File: src/rtl/inst_queue.sv
// Instruction queue between fetch and decode: DEPTH-entry circular buffer
// with up to ISSUE in-order retirements per cycle and a single-cycle flush.
module inst_queue #(
    parameter int DEPTH = 8,
    parameter int PTR_W = 3,
    parameter int ISSUE = 2
) (
    input  logic                 clk,
    input  logic                 resetn,
    input  logic                 in_valid,
    output logic                 in_ready,
    input  logic [31:0]          in_pc,
    input  logic [31:0]          in_inst,
    input  logic                 in_exc,
    input  logic                 in_exc_miss,
    input  logic [4:0]           in_exccode,
    output logic [ISSUE-1:0]     out_valid,
    output logic [ISSUE*32-1:0]  out_pc,
    output logic [ISSUE*32-1:0]  out_inst,
    output logic [ISSUE-1:0]     out_exc,
    output logic [ISSUE-1:0]     out_exc_miss,
    output logic [ISSUE*5-1:0]   out_exccode,
    input  logic [1:0]           deq_cnt,
    input  logic                 flush,
    output logic [PTR_W:0]       count,
    output logic [31:0]          perfcnt_full
);

    localparam logic [PTR_W:0] FULL_CNT = (PTR_W+1)'(DEPTH);
    localparam logic [PTR_W:0] TWO_CNT  = (PTR_W+1)'(2);

    logic [31:0]      pc_mem_q   [DEPTH];
    logic [31:0]      inst_mem_q [DEPTH];
    logic             exc_mem_q  [DEPTH];
    logic             miss_mem_q [DEPTH];
    logic [4:0]       code_mem_q [DEPTH];

    logic [PTR_W-1:0] rd_ptr_q, rd_ptr_d;
    logic [PTR_W-1:0] wr_ptr_q, wr_ptr_d;
    logic [PTR_W:0]   count_q, count_d;
    logic [31:0]      perf_q, perf_d;

    logic [PTR_W-1:0] slot_idx_s [2];
    logic [1:0]       slot_vld_s;
    logic [1:0]       nvalid_s;
    logic [1:0]       eff_s;
    logic             enq_s;
    logic             ready_s;

    assign ready_s      = (count_q != FULL_CNT);
    assign in_ready     = ready_s;
    assign count        = count_q;
    assign perfcnt_full = perf_q;
    assign out_valid    = slot_vld_s[ISSUE-1:0];

    // Slot read indices; the second index wraps on its own at DEPTH-1.
    always_comb begin
        slot_idx_s[0] = rd_ptr_q;
        slot_idx_s[1] = rd_ptr_q + PTR_W'(1);
    end

    // Slot validity: an exception-carrying entry always issues alone in slot 0.
    always_comb begin
        slot_vld_s    = 2'b00;
        slot_vld_s[0] = (count_q != {(PTR_W+1){1'b0}});
        if ((ISSUE == 2) && (count_q >= TWO_CNT)) begin
            slot_vld_s[1] = !exc_mem_q[slot_idx_s[0]] && !exc_mem_q[slot_idx_s[1]];
        end else begin
            slot_vld_s[1] = 1'b0;
        end
    end

    // Slot data, forced to zero on invalid slots.
    always_comb begin
        out_pc       = {(ISSUE*32){1'b0}};
        out_inst     = {(ISSUE*32){1'b0}};
        out_exc      = {ISSUE{1'b0}};
        out_exc_miss = {ISSUE{1'b0}};
        out_exccode  = {(ISSUE*5){1'b0}};
        for (int k = 0; k < ISSUE; k++) begin
            if (slot_vld_s[k]) begin
                out_pc[32*k +: 32]  = pc_mem_q[slot_idx_s[k]];
                out_inst[32*k +: 32] = inst_mem_q[slot_idx_s[k]];
                out_exc[k]          = exc_mem_q[slot_idx_s[k]];
                out_exc_miss[k]     = miss_mem_q[slot_idx_s[k]];
                out_exccode[5*k +: 5] = code_mem_q[slot_idx_s[k]];
            end else begin
                out_pc[32*k +: 32]  = 32'h0000_0000;
                out_inst[32*k +: 32] = 32'h0000_0000;
                out_exc[k]          = 1'b0;
                out_exc_miss[k]     = 1'b0;
                out_exccode[5*k +: 5] = 5'h00;
            end
        end
    end

    // Effective dequeue count, clamped to the number of valid slots.
    always_comb begin
        nvalid_s = {1'b0, slot_vld_s[0]} + {1'b0, slot_vld_s[1]};
        if (deq_cnt < nvalid_s) begin
            eff_s = deq_cnt;
        end else begin
            eff_s = nvalid_s;
        end
    end

    assign enq_s = in_valid && ready_s;

    // Next-state for pointers, occupancy and the full-stall counter; flush wins.
    always_comb begin
        rd_ptr_d = rd_ptr_q;
        wr_ptr_d = wr_ptr_q;
        count_d  = count_q;
        perf_d   = perf_q;
        if (flush) begin
            rd_ptr_d = {PTR_W{1'b0}};
            wr_ptr_d = {PTR_W{1'b0}};
            count_d  = {(PTR_W+1){1'b0}};
        end else begin
            rd_ptr_d = rd_ptr_q + PTR_W'(eff_s);
            if (enq_s) begin
                wr_ptr_d = wr_ptr_q + PTR_W'(1);
            end else begin
                wr_ptr_d = wr_ptr_q;
            end
            count_d = count_q + (PTR_W+1)'(enq_s) - (PTR_W+1)'(eff_s);
            if (in_valid && !ready_s) begin
                perf_d = perf_q + 32'd1;
            end else begin
                perf_d = perf_q;
            end
        end
    end

    // Control state register with synchronous active-low reset.
    always_ff @(posedge clk) begin
        if (!resetn) begin
            rd_ptr_q <= {PTR_W{1'b0}};
            wr_ptr_q <= {PTR_W{1'b0}};
            count_q  <= {(PTR_W+1){1'b0}};
            perf_q   <= 32'h0000_0000;
        end else begin
            rd_ptr_q <= rd_ptr_d;
            wr_ptr_q <= wr_ptr_d;
            count_q  <= count_d;
            perf_q   <= perf_d;
        end
    end

    // Entry storage write port; contents are deliberately left unreset.
    always_ff @(posedge clk) begin
        if (resetn && enq_s && !flush) begin
            pc_mem_q[wr_ptr_q]   <= in_pc;
            inst_mem_q[wr_ptr_q] <= in_inst;
            exc_mem_q[wr_ptr_q]  <= in_exc;
            miss_mem_q[wr_ptr_q] <= in_exc_miss;
            code_mem_q[wr_ptr_q] <= in_exccode;
        end
    end

endmodule

File: config.mk
export PLATFORM = sky130hd
export DESIGN_NAME = inst_queue
export DESIGN_NICKNAME = d
export VERILOG_FILES = /design/src/rtl/inst_queue.sv
export SDC_FILE = /design/constraint.sdc
export NUM_CORES = 1
export LEC_CHECK = 0
export BUFFER_PORTS_ARGS = -buffer_cell sky130_fd_sc_hd__clkbuf_2
export CAP_MARGIN = 10
export CORE_MARGIN = 4
export CORE_UTILIZATION = 60
export CTS_BUF_LIST = sky130_fd_sc_hd__clkbuf_8 sky130_fd_sc_hd__clkbuf_16
export DETAILED_ROUTE_END_ITERATION = 10
export PLACE_DENSITY = 0.8
export SYNTH_ARGS = -nofsm -noshare
export SYNTH_HDL_FRONTEND = slang
export SYNTH_SLANG_ARGS = --single-unit
File: constraint.sdc
create_clock -name clk -period 12.05 [get_ports clk]
set_input_delay 2.41 -clock clk [delete_from_list [all_inputs] [get_ports clk]]
set_output_delay 2.41 -clock clk [all_outputs]
set_load 0.03 [all_outputs]
==> results by group <==
Min path
  • Hold depth: 2
  • Worst Hold Path EP: perfcnt_full[31]
  • Hold crit path type: reg2reg
  • Worst Min Path Start: perfcnt_full[31]

Logic synthesis
  • Synth warnings: 0
  • Synth Area in Compound Gates: 1.69%
  • Dominant synthesized flop cell: edfxtp_1
  • Mux cell area share after synthesis: 25.5%
  • Synth unique cells: 41
  • EDFF count, synth: roughly 570
  • Post-Synth XOR/XNOR Area: 0.814%
  • Synth Instances: 1,571
  • Adder-cell area share of the yosys netlist: less than 1%
  • Synthesis-stage register bit count: 610
  • Main combinational cell family by area after synthesis: multiplexers
  • Simple-Gate Fraction of Synth Area: 5.30%
  • Seq/Total Area, Yosys: between 60 and 70%
  • Async set-reset flop share out of synthesis: 0%
  • Avg Inst Size Synth: approximately 18 um2
  • Syn_nets: 1,664
  • Mapped cell area: 28,000 um2

STA
  • Period utilisation layout: 59.9%
  • Max Fclk: 0.139 GHz
  • Fin crit period: 7.21 ns
  • Final setup TNS: 0 ns
  • Slew Limit Fails: 0
  • Final hold viol count: 0
  • Clock Skew: around 0.012 ns
  • Relative slew slack: 23.7%
  • RSZ-0062 raised after global routing: false
  • Setup Viol. Count Final: 0
  • Final setup margin: 4.84 ns
  • Slew @ Worst Pin: 1.14 ns

Layout
  • Area Overhead vs Synth: 13.5%
  • Fillcell total: 2,879
  • Final Net Count: 1,901
  • Final core utilization: 69.4%
  • Most frequent cells in the layout: edfxtp_1, mux4_2, clkbuf_2, nand2_1, nor2_1
  • Commonest non-fill, non-tap cell in the layout: edfxtp_1
  • Layout cells sized above 1: 36.2%

Run status
  • Outcome: complete, no violations

Setup path
  • Critical path class: reg2out
  • Worst R2R Path Depth: 18
  • Crit-path leading delay family: adder cells
  • Critical path startpoint category: flip-flop
  • Buf+Inv Stages, Crit Path: 2
  • Reg-to-reg endpoint: count[2]
  • Worst path slowest cell: ha_4
  • Sequence of cells on the critical path: ha_4 -> mux4_2 -> a21oi_1 -> nand3_4 -> buf_4 -> a21oi_1 -> clkbuf_2
  • Setup crit end kind: primary output
  • Critical path peak fanout: between 50 and 60
  • Critical Path RT: 9.64 ns
  • Max stage delay on crit path: 0.98 ns
  • Most common cell on crit path: a21oi_1
  • Reg2Reg Setup Slack: approximately 6.2 ns
  • WP data arrival: roughly 4.8 ns
  • Reg-to-Reg Start: rd_ptr_q[0]

Clock tree
  • Clock sink count: around 600
  • Clk buf depth: 3
  • CTS tree: yes
  • H-tree depth: 2
  • # hold bufs at CTS: 0
  • CTS root buf: clkbuf_16
  • Post_cts resized: 0
  • Total CTS buffers: 61
  • Post-CTS Repair Setup Buffers: 0
  • Clk Latency, worst-skew pair: 0.63 ns
  • Clock Pin Slew Worst Setup and Hold Paths: ~0.06 ns

Routing
  • Vias per Instance: between 6 and 7
  • Final wirelength: 67.8 mm
  • Drc violations: 0
  • DRT Pass-1 Iters: 5
  • Iter 0 DRT Violations: 1,797
  • DR WL/cell: 27.6 um
  • Antenna Nets Post-Route: 0
  • Via count: roughly 16,000

Placed design
  • Hpwl dp: 38.2 mm
  • IO Port Bufs: around 260
  • Routability Congestion: 0.797
  • Pre-CTS WS: roughly 5.4 ns

Pwr
  • Max IR drop VDD: 0.000181 V
  • Total power: 6240 uW
  • PwrDens: 197 nW/um2
  • Total leakage power: 0.0104 uW

Floorplanning
  • Die Y-Extent: 224 um
  • Area of the die: between 50,000 and 60,000 um2
  • Row cnt: 78
  • IO Pins: 258
  • Core ar.: 45,800 um2
  • Die W: 224 um
  • Starting Density: roughly three fifths

GRT
  • Total GRT Usage: between 20% and 30%
  • First-pass GRT wire length: 103 mm
  • Grt total ovfl: 0
  • Initial antenna violation count: 11
  • Number of global-route vias before repair: 17,000
  • Largest net degree at the start of global routing: just over 70

Flow run
  • Max-cap violation count: 0
==> where the power goes <==
part           total (uW)  leakage [uW]  switching, uW  internal [uW]
combinational        2070       0.00395           1290            779
sequential           2380       0.00546           42.6           2340
clock                1790      0.000992            767           1020
total                6240        0.0104           2100           4140
==> metrics by stage <==
stage / hold slack, ns / instance area (um2) / std cells
after CTS: 0.486 / 31700 / 2453
after floorplan: 0.494 / 28000 / 1571
after global placement: 0.472 / 29900 / 2345
after detailed placement: 0.476 / 29900 / 2345
after global routing: 0.501 / 31700 / 2458
final: 0.484 / 31700 / 2458
==> sequential cells by signal, indices dropped and copies added (netlist names) <==
name	cells
inst_mem_q	256
pc_mem_q	256
code_mem_q	40
perfcnt_full	32
exc_mem_q	8
miss_mem_q	8
count	4
rd_ptr_q	3
wr_ptr_q	3
==> logic make-up after synthesis <==
group	Yosys count
simple gates	339
buf+inv	126
other cells	1
mux	360
compound gates	93
fa+ha+maj	16
xor+xnor	26
flops	610
==> area by class of cell <==
class	count	area [um2]	share of cell area, %
antenna	5	12.5	0.0394
timing repair buffer	284	1490	4.70
inverter	16	60.1	0.189
clock inverter	45	307	0.966
multi-input combinational	835	9640	30.4
sequential	610	17900	56.4
tap	600	751	2.36
clock buffer	63	1580	4.97
==> routing by layer <==
layer | share of wire (%) | wire length [um] | vias to the layer above | track usage, %
met5 | 0.11 | 74 | - | 0
met3 | 9.9 | 6710 | 121 | 5.98
met2 | 50 | 34200 | 909 | 44.8
li1 | - | - | 6830 | -
met4 | 2.6 | 1730 | 10 | 9.09
met1 | 37 | 25200 | 8472 | 36.8
==> worst max-delay path by stage <==
stage | from | endpoint | slack, ns | cells past startpoint
final | rd_ptr_q[0] | out_inst[39] | 4.84 | 7
after global routing | rd_ptr_q[0] | out_pc[40] | 4.49 | 7
after CTS | rd_ptr_q[0] | out_inst[39] | 4.71 | 7
after detailed placement | rd_ptr_q[0] | out_exccode[6] | 5.39 | 7
after global placement | rd_ptr_q[0] | out_pc[55] | 5.51 | 7
after floorplan | flush | code_mem_q[0][0] | 3.57 | 4
==> worst min-delay path: cells and delay by family, from the launching register on <==
kind / cells / cell delay [ns]
simple gates: 1 / 0.06
flops: 1 / 0.32
mux: 1 / 0.05
==> cell usage after synthesis, types with 6 or more instances <==
cell type | n | area, um2
edfxtp_1 | 568 | 17100
mux4_2 | 282 | 6350
nand2_1 | 159 | 597
nor2_1 | 108 | 405
a21oi_1 | 82 | 410
mux2i_1 | 78 | 781
clkbuf_1 | 48 | 180
dfxtp_1 | 42 | 841
buf_2 | 36 | 180
buf_1 | 23 | 86.3
inv_1 | 16 | 60.1
xor2_1 | 16 | 140
ha_1 | 14 | 175
nand3_1 | 13 | 65.1
nand4_1 | 10 | 62.6
xnor2_1 | 10 | 87.6
o21ai_0 | 9 | 45.0
or3_1 | 9 | 56.3
and2_1 | 8 | 50.1
nand2b_1 | 6 | 37.5
(Power assumes the default switching activity.)
